File: config.mk
export PLATFORM = sky130hd
export DESIGN_NAME = fdiv_iter
export DESIGN_NICKNAME = d
export VERILOG_FILES = /design/src/rtl/fdiv_iter.sv
export SDC_FILE = /design/constraint.sdc
export NUM_CORES = 1
export LEC_CHECK = 0
export ABC_CLOCK_PERIOD_IN_PS = 7100
export CORE_MARGIN = 4
export CORE_UTILIZATION = 61
export CTS_BUF_LIST = sky130_fd_sc_hd__clkbuf_2
export DETAILED_ROUTE_END_ITERATION = 8
export PLACE_DENSITY = 0.92
export SLEW_MARGIN = 20
export SYNTH_ARGS = -nofsm -noshare
export SYNTH_HDL_FRONTEND = slang
export SYNTH_SLANG_ARGS = --single-unit
File: constraint.sdc
create_clock -name clk -period 7.1 [get_ports clk]
set_input_delay 2.13 -clock clk [delete_from_list [all_inputs] [get_ports clk]]
set_output_delay 2.13 -clock clk [all_outputs]
set_load 0.02 [all_outputs]
File: src/rtl/fdiv_iter.sv
// fdiv_iter: iterative single-precision (binary32) floating-point divider.
// Restoring division, one quotient bit per clock and one operation in flight.
// The issue logic stalls on ready. A tag travels with the operation.
// Rounding truncates toward zero. Denormal inputs are treated as zero.
module fdiv_iter (
  input  logic        clk,
  input  logic        rst,
  input  logic [31:0] adata,
  input  logic [31:0] bdata,
  input  logic        flag_in,
  input  logic [4:0]  address_in,
  output logic        ready,
  output logic [31:0] result,
  output logic        flag_out,
  output logic [4:0]  address_out
);

  typedef enum logic [1:0] {
    IDLE = 2'd0,
    DIV  = 2'd1,
    NORM = 2'd2
  } state_t;

  localparam logic [4:0] LAST_BIT = 5'd24;  // 25 quotient bits, counted 24 down to 0

  state_t state, state_next;

  // Operation context latched at issue
  logic        s_q;
  logic [7:0]  ea_q, eb_q;
  logic        za_q, zb_q;
  logic [4:0]  addr_q;
  logic [23:0] mb_q;

  // Division working registers
  logic [4:0]  count;
  logic [25:0] r_q;
  logic [24:0] q_q;

  // Control decode
  logic accept;
  logic div_step;
  logic load_result;

  // Datapath combinational signals
  logic        r_ge;
  logic [25:0] r_sub;
  logic [25:0] r_next;
  logic signed [9:0] e_s;
  logic signed [9:0] exp_s;
  logic [22:0] mant;
  logic [31:0] packed_res;

  // State register
  always_ff @(posedge clk) begin
    // NOTE: all clocked state uses non-blocking (<=) so every register
    // samples the pre-edge values regardless of block ordering.
    if (rst) state <= IDLE;
    else     state <= state_next;
  end

  // Next-state logic: IDLE -> DIV -> NORM -> IDLE
  always_comb begin
    // NOTE: default first so every path assigns state_next and no latch is inferred.
    state_next = state;
    case (state)
      IDLE:    if (flag_in) state_next = DIV;
      DIV:     if (count == 5'd0) state_next = NORM;
      NORM:    state_next = IDLE;
      default: state_next = IDLE;
    endcase
  end

  // Output / control decode from the current state
  always_comb begin
    ready       = 1'b0;
    accept      = 1'b0;
    div_step    = 1'b0;
    load_result = 1'b0;
    case (state)
      IDLE: begin
        ready  = 1'b1;
        accept = flag_in;
      end
      DIV:     div_step    = 1'b1;
      NORM:    load_result = 1'b1;
      default: ready       = 1'b0;
    endcase
  end

  // One restoring-division step: subtract when possible, then shift
  always_comb begin
    r_ge   = (r_q >= {2'b00, mb_q});
    r_sub  = r_ge ? (r_q - {2'b00, mb_q}) : r_q;
    r_next = r_sub << 1;
  end

  // Operand capture at issue and the quotient iteration
  always_ff @(posedge clk) begin
    if (rst) begin
      s_q    <= 1'b0;
      ea_q   <= 8'd0;
      eb_q   <= 8'd0;
      za_q   <= 1'b0;
      zb_q   <= 1'b0;
      addr_q <= 5'd0;
      mb_q   <= 24'd0;
      count  <= 5'd0;
      r_q    <= 26'd0;
      q_q    <= 25'd0;
    end else if (accept) begin
      s_q    <= adata[31] ^ bdata[31];
      ea_q   <= adata[30:23];
      eb_q   <= bdata[30:23];
      za_q   <= (adata[30:23] == 8'd0);
      zb_q   <= (bdata[30:23] == 8'd0);
      addr_q <= address_in;
      mb_q   <= {1'b1, bdata[22:0]};
      r_q    <= {2'b01, adata[22:0]};
      q_q    <= 25'd0;
      count  <= LAST_BIT;
    end else if (div_step) begin
      r_q   <= r_next;
      q_q   <= {q_q[23:0], r_ge};
      count <= count - 5'd1;
    end
  end

  // Exponent, normalisation and special-case selection of the packed result
  always_comb begin
    e_s = $signed({2'b00, ea_q}) - $signed({2'b00, eb_q}) + 10'sd127;
    if (q_q[24]) begin
      exp_s = e_s;
      mant  = q_q[23:1];
    end else begin
      exp_s = e_s - 10'sd1;
      mant  = q_q[22:0];
    end

    if (za_q)                     packed_res = 32'h0000_0000;
    else if (zb_q)                packed_res = {s_q, 8'hFF, 23'd0};
    else if (exp_s >= 10'sd255)   packed_res = {s_q, 8'hFF, 23'd0};
    else if (exp_s <= 10'sd0)     packed_res = 32'h0000_0000;
    else                          packed_res = {s_q, exp_s[7:0], mant};
  end

  // Completion registers: result/address hold, flag_out pulses for one cycle
  always_ff @(posedge clk) begin
    if (rst) begin
      result      <= 32'd0;
      flag_out    <= 1'b0;
      address_out <= 5'd0;
    end else begin
      flag_out <= load_result;
      if (load_result) begin
        result      <= packed_res;
        address_out <= addr_q;
      end
    end
  end

endmodule

==> impl_metrics.toml <==
[synth]
synth_nets = 1074
synth_top_family_by_area = "compound AO/OA/AOI/OAI gates"
synth-simple-area-share = 0.1830
cell_types_occupying_the_most_area_after_synthesis = "sky130_fd_sc_hd__dfxtp_1 37%, sky130_fd_sc_hd__nand2_1 10%, sky130_fd_sc_hd__a21oi_1 7.6%"
synth_top_area_cell = "sky130_fd_sc_hd__dfxtp_1"
cell_with_the_most_instances_after_synthesis = "sky130_fd_sc_hd__nand2_1"
ys_async_sr_fraction = 0
ys_ff_latch = 144
yosysWarningCount = 0
post_synth_most_frequent_cells = "214 x sky130_fd_sc_hd__nand2_1, 144 x sky130_fd_sc_hd__dfxtp_1, 119 x sky130_fd_sc_hd__a21oi_1, 42 x sky130_fd_sc_hd__inv_1, 37 x sky130_fd_sc_hd__nor2_1"
post_synth_num_cell_types = 70
synthesis.instances = 964
synth.yosys.seq_area_share = 0.3691
compound_gate_fraction_of_synth_area = 0.2406
synth_top_flop_cell = "sky130_fd_sc_hd__dfxtp_1"
yosys.area.top_type_share = 0.3691
synth_enable_flop_cells = 0
syn_avg_cell_area_um2 = 8.102
synth_mux_area_frac = 0.05687
share_of_the_synthesized_netlist_area_taken_by_xor_and_xnor_gates = 0.04021
post_synth_instance_area_um2 = 7810
post_synth_fa_ha_maj_area_fraction = 0.06280

[route]
detail_route.drc_violations = 0
first_pass_iters = 5
antenna_violating_nets_post_route = 0
dr_wl_cell_um = 14.66
detailroute.via_count = 7124
totalWireLength_mm = 18.07
dr_vias_cell = 5.778
initialDrtViolationCount = 483

[power]
irDropWorstVdd_mv = 0.1894
power.share.combinational = 0.430
swShare = 0.3923
power.density_nw_per_um2 = 262.0
power_frac_seq = 0.372
power_switching_uw = 949.9
leakagePower_nw = 3.411
pwr-share-clk = 0.198
p_int_mw = 1.472

[floorplan]
ports = 111
die_height_um = 121.2
initial_core_util = 0.6214
design.die.area_um2 = 14680
die_width_um = 121.2
core_um2 = 12570
rows = 41

[sta]
report.final.setup_viol = 0
timing.final.crit_share = 0.5834
max_freq_mhz = 241.4
rsz0062_at_grt = "false"
max_slew.worst_pin.slew_ns = 1.023
relSlewSlack = 0.3171
timing.final.max_slew_violations = 0
postLayoutSetupSlackWorst_ns = 2.958
finalCriticalPeriod_ns = 4.142
fin_setup_tns_ns = 0
whs_ns = 0.4523
clock_skew_ns = 0.02507
timing_hold_violations_final = 0

[status]
status = "finished, final reports clean"

[global_route]
grt_first_pass_wirelength_mm = 30.10
maximum_number_of_pins_on_one_net_before_global_route_repair = 83
tot_gr_track_use = 0.2484
grt.overflow.total = 0
grt_pass1_vias = 6797
grt_antenna_before_repair = 0

[clock_network]
clk_pin_slew_ns = 0.23
ctsHtreeMaxLevel = 4
postCtsSetupRepairBufs = 0
insertion_delay_ns = 0.76
cts.root.buffer_cell = "sky130_fd_sc_hd__clkbuf_2"
clock_tree_from_tritoncts = "yes"
cts_sinks = 144
cts_resized = 0
cts_bufs_inserted = 17
cts-root-to-sink-buffers = 2
post_cts_hold_buffer_count = 0

[critical_path]
setup.worst_path.start_class = "register"
cp-end-kind = "primary output"
critical_path_peak_fanout = 5
critPathKind = "reg -> out"
worst-endpoint-required_ns = 4.97
worst-endpoint-arrival_ns = 2.01

[cells_and_area]
layout-area-overhead-vs-synth_pct = 18.34
drive_gt1_frac = 0.08671
insertedDiodeCount = 0
nets = 1158
final_layout_fill_cell_count = 978
area_of_all_placed_cells_without_fillers_um2 = 9243
stdcell_count = 1233

[hold_path]
hold_class = "reg -> reg"

[place]
detail_placement_hpwl_mm = 12.78
place.port_buffers = 110
placement.cell_area_um2 = 8976
dpl.cell_count = 1200
place_ws_ns = 2.837
place.gp.congestion = 0.9078

[job]
drv_cap = 0
-- area by class of cell --
| class | instances | area, µm² | share of cell area |
|---|---|---|---|
| multi-input cells | 726 | 4582 | 0.4957 |
| flip-flops and latches | 144 | 2883 | 0.3119 |
| repair buffers | 117 | 1169 | 0.1264 |
| well taps | 172 | 215.2 | 0.02328 |
| inverters | 42 | 157.7 | 0.01706 |
| clock inverters | 14 | 146.4 | 0.01584 |
| clock buffers | 18 | 90.09 | 0.009747 |
-- through the flow --
stage                     power (mW)    util
after global routing           2.583  0.7354
after detailed placement       1.917  0.7142
after CTS                      2.396  0.7330
after floorplan                1.700       -
final                          2.422  0.7354
after global placement         1.886  0.7142
-- power by group through the flow --
stage	Clock (mW)	Sequential, mW	Combinational [mW]
6_report	0.481	0.900	1.04
4_1_cts	0.488	0.899	1.01
2_1_floorplan	0	0.907	0.794
5_1_grt	0.523	0.907	1.15
3_5_place_dp	0	0.915	1.00
3_3_place_gp	0	0.912	0.974
-- worst max-delay path, stage by stage, from the launching register on --
cell	delay, ns
sky130_fd_sc_hd__dfxtp_1	0.42
sky130_fd_sc_hd__nor2_1	0.20
sky130_fd_sc_hd__clkdlybuf4s50_1	0.64
-- path summary, 6_finish.rpt --
path / from / to / slack, ns / depth (start not counted)
worst max-delay path: state[1] / ready / 2.96 / 2
worst min-delay path: result[29] / result[29] / 0.45 / 2
worst max register to register: ea_q[0] / result[17] / 3.01 / 13
worst min register to register: result[29] / result[29] / 0.45 / 2
-- layer usage --
layer,wire length [µm],vias to the layer above,global-route usage
li1,-,3569,-
met1,7708,3326,0.2948
met2,9102,195,0.4436
met3,919,34,0.05921
met4,343,0,0.07703
met5,0,-,0
-- sequential cells by signal, summed over array words and instances, names as in the netlist --
register and cells:
flag_out 1, ea_q 8, mb_q 24, addr_q 5, count 5, address_out 5, result 32, q_q 25
state 2, zb_q 1, za_q 1, s_q 1, r_q 26, eb_q 8
-- cells in the final DEF (no fill, tap or decap), drive strengths merged, types with 22 or more instances in the layout --
cell type and instances:
nand2 214, dfxtp 144, a21oi 119, clkdlybuf4s50 109
inv 50, o21ai 46, nor2 37, ha 36
mux2i 32, xnor2 22
-- cells by family (layout without fill, tap and decap cells) --
kind of cell	after synthesis	in the layout
flip-flops	144	144
multiplexers	43	43
adder cells (fa/ha/maj)	38	38
AO/OA/AOI/OAI	284	284
buffers and inverters	94	191
AND/OR/NAND/NOR	326	326
XOR/XNOR	35	35
Power figures use the tool's default switching activity.
